**config.mk**
```make
export PLATFORM = sky130hd
export DESIGN_NAME = data_memory_pipe
export DESIGN_NICKNAME = d
export VERILOG_FILES = /design/src/rtl/data_memory_pipe.sv
export SDC_FILE = /design/constraint.sdc
export NUM_CORES = 2
export LEC_CHECK = 0
export CORE_UTILIZATION = 48
export CTS_CLUSTER_SIZE = 24
export DETAILED_ROUTE_END_ITERATION = 10
export PLACE_DENSITY = 0.74
export SLEW_MARGIN = 20
export SYNTH_ARGS = -nofsm -noshare
export SYNTH_HDL_FRONTEND = slang
export SYNTH_MEMORY_MAX_BITS = 65536
export SYNTH_SLANG_ARGS = --single-unit
```
**constraint.sdc**
```tcl
create_clock -name clk -period 7.76 [get_ports clk]
set_input_delay 1.164 -clock clk [delete_from_list [all_inputs] [get_ports clk]]
set_output_delay 1.164 -clock clk [all_outputs]
set_load 0.02 [all_outputs]
```
**src/rtl/data_memory_pipe.sv**
```systemverilog
// Data memory with a valid/ready request port, a fixed-latency response pipeline,
// per-byte write strobes, alignment/range error reporting and a post-reset clear sweep.
module data_memory_pipe #(
    parameter int DATA_W = 16,
    parameter int ADDR_W = 16,
    parameter int DEPTH  = 256,
    parameter int RD_LAT = 1
) (
    input  logic                clk,
    input  logic                reset,
    input  logic                req_valid,
    output logic                req_ready,
    input  logic                req_we,
    input  logic [ADDR_W-1:0]   req_addr,
    input  logic [DATA_W-1:0]   req_wdata,
    input  logic [DATA_W/8-1:0] req_be,
    output logic                rsp_valid,
    output logic [DATA_W-1:0]   rsp_rdata,
    output logic                rsp_err,
    output logic                busy
);

    localparam int BYTES = DATA_W / 8;
    localparam int LSB_W = $clog2(BYTES);
    localparam int IDX_W = $clog2(DEPTH);
    localparam int LAST  = RD_LAT - 1;
    localparam logic [ADDR_W-1:0] LSB_MASK = ADDR_W'(BYTES - 1);
    localparam logic [ADDR_W:0]   DEPTH_W  = (ADDR_W + 1)'(DEPTH);
    localparam logic [IDX_W-1:0]  IDX_LAST = IDX_W'(DEPTH - 1);
    localparam logic [IDX_W-1:0]  IDX_ONE  = IDX_W'(1);

    typedef enum logic [0:0] {
        ST_CLEAR = 1'b0,
        ST_READY = 1'b1
    } state_t;

    state_t             state_r;
    state_t             state_nxt_s;
    logic [IDX_W-1:0]   clr_idx_r;
    logic [IDX_W-1:0]   clr_idx_nxt_s;
    logic               ready_r;
    logic               busy_r;

    logic [DATA_W-1:0]  ram_r [DEPTH];

    logic [ADDR_W-1:0]  word_s;
    logic [IDX_W-1:0]   idx_s;
    logic               misalign_s;
    logic               range_err_s;
    logic               err_s;
    logic               accept_s;
    logic               wr_en_s;
    logic               rd_en_s;
    logic               clr_en_s;

    logic [RD_LAT-1:0]  vld_r;
    logic [RD_LAT-1:0]  rd_r;
    logic [RD_LAT-1:0]  err_r;
    logic [DATA_W-1:0]  data_r [RD_LAT];

    // Address decode and request qualification; reset overrides any handshake.
    always_comb begin
        word_s      = req_addr >> LSB_W;
        idx_s       = word_s[IDX_W-1:0];
        misalign_s  = |(req_addr & LSB_MASK);
        range_err_s = ({1'b0, word_s} >= DEPTH_W);
        err_s       = misalign_s | range_err_s;
        accept_s    = req_valid & ready_r & ~reset;
        wr_en_s     = accept_s & req_we & ~err_s;
        rd_en_s     = accept_s & ~req_we & ~err_s;
        clr_en_s    = (state_r == ST_CLEAR) & ~reset;
    end

    // Next-state logic for the clear sweep; READY is only left through reset.
    always_comb begin
        state_nxt_s   = state_r;
        clr_idx_nxt_s = clr_idx_r;
        case (state_r)
            ST_CLEAR: begin
                clr_idx_nxt_s = clr_idx_r + IDX_ONE;
                if (clr_idx_r == IDX_LAST) begin
                    state_nxt_s = ST_READY;
                end else begin
                    state_nxt_s = ST_CLEAR;
                end
            end
            ST_READY: begin
                state_nxt_s = ST_READY;
            end
            default: begin
                state_nxt_s   = ST_CLEAR;
                clr_idx_nxt_s = '0;
            end
        endcase
    end

    // State register; ready/busy are registered from the next state so they flip on the same edge.
    always_ff @(posedge clk) begin
        if (reset) begin
            state_r   <= ST_CLEAR;
            clr_idx_r <= '0;
            ready_r   <= 1'b0;
            busy_r    <= 1'b1;
        end else begin
            state_r   <= state_nxt_s;
            clr_idx_r <= clr_idx_nxt_s;
            ready_r   <= (state_nxt_s == ST_READY);
            busy_r    <= (state_nxt_s == ST_CLEAR);
        end
    end

    // Storage array: sweep writes during CLEAR, strobed lane writes once READY.
    always_ff @(posedge clk) begin
        if (clr_en_s) begin
            ram_r[clr_idx_r] <= '0;
        end else if (wr_en_s) begin
            for (int k = 0; k < BYTES; k++) begin
                if (req_be[k]) begin
                    ram_r[idx_s][8*k +: 8] <= req_wdata[8*k +: 8];
                end
            end
        end
    end

    // Response pipeline: stage 0 samples the array on the acceptance edge, later stages shift.
    always_ff @(posedge clk) begin
        if (reset) begin
            vld_r <= '0;
            rd_r  <= '0;
            err_r <= '0;
            for (int i = 0; i < RD_LAT; i++) begin
                data_r[i] <= '0;
            end
        end else begin
            vld_r[0]  <= accept_s;
            rd_r[0]   <= accept_s & ~req_we;
            err_r[0]  <= accept_s & err_s;
            data_r[0] <= rd_en_s ? ram_r[idx_s] : '0;
            for (int i = 1; i < RD_LAT; i++) begin
                vld_r[i]  <= vld_r[i-1];
                rd_r[i]   <= rd_r[i-1];
                err_r[i]  <= err_r[i-1];
                data_r[i] <= data_r[i-1];
            end
        end
    end

    assign req_ready = ready_r;
    assign busy      = busy_r;
    assign rsp_valid = vld_r[LAST];
    assign rsp_err   = err_r[LAST];
    assign rsp_rdata = (rd_r[LAST] & ~err_r[LAST]) ? data_r[LAST] : '0;

endmodule

```
==> results_dict.tcl <==
set metrics [dict create \
    status "finished, final reports clean" \
    cts_resized 0 \
    slew_viol_final 0 \
    startpoint "req_addr[13]" \
    ys_seq_area_share_pct 77.0 \
    cp.required_ns 8.25 \
    worstMarginPinSlew_ns 1.21 \
    firstDrtPassIters 6 \
    worstSetupPathType "input pin to flip-flop" \
    dpl.hpwl_um 266000 \
    pre_cts_ws_ns 1.53 \
    path_max_fanout 23 \
    synth_top_cell_by_area "edfxtp_1" \
    min_period_ns 5.27 \
    clk_pin_slew_ns 0.06 \
    fin_area_mm2 0.179 \
    finalHoldViolCount 0 \
    core_mm2 0.332 \
    fin_setup_tns_ns 0 \
    io_pins 58 \
    timing.rr.end "ram_r[132][13]" \
    maxCapViolations 0 \
    io_buffers 57 \
    leakagePower_nw 64.6 \
    hold_path.class "flip-flop to flip-flop" \
    track_usage_pct 25.7 \
    r2r_cells 7 \
    grt_pass1_wl_um 618000 \
    dpl-instance-area_mm2 0.166 \
    utilization_pct 54.0 \
    synth-seq-cells 4125 \
    post-route-period-util_pct 67.9 \
    async_flop_share_pct 0 \
    drc_errors 0 \
    max_slew_margin_pct 19.2 \
    endpoint_kind "flip-flop" \
    skew_ns 0.0641 \
    rr_startpoint "req_ready" \
    root_buffer "clkbuf_16" \
    synth_nets 7931 \
    drive_above_1_share_pct 19.8 \
    synth_edf_count 4096 \
    holdBufCountCts 0 \
    final_antenna_net_count 0 \
    synthFlopType "edfxtp_1" \
    htreeDepth 5 \
    arrival_ns 5.76 \
    die_w_um 580 \
    synth_area_mm2 0.160 \
    grt_pass1_vias 81842 \
    cts_tree "yes" \
    cp-endpoint "ram_r[132][13]" \
    setup_viol 0 \
    ys_warn_count 0 \
    wire_per_inst_um 34.6 \
    ff2ff_setup_slack_ns 3.05 \
    cts_max_path_buffers 4 \
    rsz0062_at_grt "no" \
    power_density_mw_per_mm2 251 \
    cts_made_buffers 390 \
    viasPerCell 6.68 \
    ys_types 70 \
    drtIter0Drc 13851 \
    antenna_found_initial 18 \
    fin_nets 8053 \
    syn_inst 7892 \
    fp-row-count 211 \
    synth.top_cell.area_share_pct 76.6 \
    gp_congestion 0.926 \
    fin_ws_ns 2.49 \
    routed_wl_um 440000 \
    vias 84901 \
    synthTopCellsByArea "edfxtp_1 (77%), mux4_2 (11%), mux2i_1 (3.4%)" \
    worstSetupStartpointType "input pin" \
    irDropWorstVdd_mv 0.203 \
    clock_latency_ns 0.93 \
    syn_avg_cell_area_um2 20.3 \
    clock-sinks 4125 \
    fmax_mhz 190 \
    grt_overflow 0 \
    die_h_um 580 \
    die-area_mm2 0.337 \
    start_util_pct 48.4 \
    cts_setup_buffers 0 \
    area_delta_synth_final_pct 11.5 \
    grt_start_max_net_pins 187 \
]
[synthesized netlist by cell type (9+ instances only)]
| cell type | instances |
|---|---|
| a2111oi_0 | 19 |
| a211oi_1 | 76 |
| a21oi_1 | 60 |
| a221oi_1 | 9 |
| a22oi_1 | 101 |
| a32oi_1 | 27 |
| and2_1 | 40 |
| and4_1 | 9 |
| buf_1 | 36 |
| buf_2 | 115 |
| buf_4 | 74 |
| buf_6 | 43 |
| clkbuf_1 | 233 |
| dfxtp_1 | 29 |
| edfxtp_1 | 4096 |
| mux2_2 | 14 |
| mux2i_1 | 548 |
| mux4_2 | 806 |
| nand2_1 | 171 |
| nand2b_1 | 20 |
| nand3_1 | 49 |
| nand3b_1 | 9 |
| nand4_1 | 30 |
| nor2_1 | 633 |
| nor3_1 | 84 |
| nor4_1 | 49 |
| o21a_1 | 11 |
| o21ai_0 | 76 |
| o221ai_1 | 118 |
| o22ai_1 | 160 |
| o31ai_1 | 24 |
| o32ai_1 | 10 |
[report_power, final]
| part | switching (W) | internal (W) | total (W) |
|---|---|---|---|
| combinational | 0.000937 | 0.000417 | 0.00135 |
| clock | 0.00824 | 0.0112 | 0.0194 |
| sequential | 0.00000727 | 0.0241 | 0.0241 |
[how the worst min path moves through the flow]
stage                       startpoint           end  slack (ns)  depth (start not counted)
after detailed placement  clr_idx_r[0]  clr_idx_r[0]        0.60                          2
after CTS                 clr_idx_r[1]  clr_idx_r[1]        0.62                          2
final                     clr_idx_r[0]  clr_idx_r[0]        0.62                          2
after global placement    clr_idx_r[0]  clr_idx_r[0]        0.60                          2
after floorplan           clr_idx_r[5]  clr_idx_r[5]        0.54                          2
after global routing      clr_idx_r[0]  clr_idx_r[0]        0.67                          2
[layer usage]
layer / up-vias / global-route usage [%] / part of all wire [%]
met5: - / 0 / 0.012
met4: 8 / 11.3 / 5.0
met3: 982 / 6.44 / 13
met2: 6997 / 39.2 / 46
met1: 43853 / 35.4 / 36
li1: 33061 / - / -
[cells by family (layout without fill, tap and decap cells)]
family,count (synthesis),in the layout,share of synthesized area [%]
AO/OA/AOI/OAI,734,734,3.26
XOR/XNOR,7,7,0.0382
adder cells (fa/ha/maj),1,1,0.00780
other,0,22,0
buffers and inverters,508,947,1.65
multiplexers,1368,1368,14.8
AND/OR/NAND/NOR,1149,1149,3.21
flip-flops,4125,4125,77.0
[cells in the final DEF, fill, tap and decap left out, types with 60 or more instances in the layout]
| master | Yosys | final |
|---|---|---|
| a211oi_1 | 76 | 76 |
| nand2_1 | 171 | 154 |
| o22ai_1 | 160 | 160 |
| o21ai_0 | 76 | 73 |
| edfxtp_1 | 4096 | 4096 |
| clkinv_2 | 0 | 65 |
| clkbuf_1 | 233 | 64 |
| clkbuf_16 | 0 | 396 |
| mux2i_1 | 548 | 548 |
| a21oi_1 | 60 | 60 |
| a22oi_1 | 101 | 101 |
| clkinv_1 | 1 | 70 |
| buf_4 | 74 | 136 |
| nor3_1 | 84 | 83 |
| mux4_2 | 806 | 806 |
| nor2_1 | 633 | 628 |
| o221ai_1 | 118 | 118 |
[layout make-up]
| type | count | area (µm²) |
|---|---|---|
| fillers | 24066 | 153000 |
| flip-flops and latches | 4125 | 124000 |
| repair buffers | 231 | 2380 |
| multi-input cells | 3259 | 34600 |
| clock buffers | 462 | 10200 |
| clock inverters | 247 | 2760 |
| inverters | 7 | 36.3 |
| diodes | 22 | 55.1 |
| well taps | 4366 | 5460 |
[critical path, stage by stage]
cell and delay (ns):
clkdlybuf4s50_1 0.39, or4_4 0.60, nor4_2 0.40, o21ai_0 0.38, o31ai_2 0.80, nand2_4 0.83, buf_4 0.53, nor2_1 0.63
[sequential cells by signal, indices dropped and copies added, names as in the netlist]
signal     cells
rd_r           1
req_ready      1
busy           1
rsp_err        1
ram_r       4096
data_r        16
rsp_valid      1
clr_idx_r      8
[per-stage QoR]
step / power, W / instances / hold WS (ns)
after floorplan: 0.0254 / 7892 / 0.536
after detailed placement: 0.0259 / 11987 / 0.600
after global placement: 0.0259 / 11986 / 0.602
final: 0.0449 / 12719 / 0.618
after global routing: 0.0457 / 12712 / 0.671
after CTS: 0.0449 / 12696 / 0.615
No activity file was read; power rests on OpenSTA's default activity.
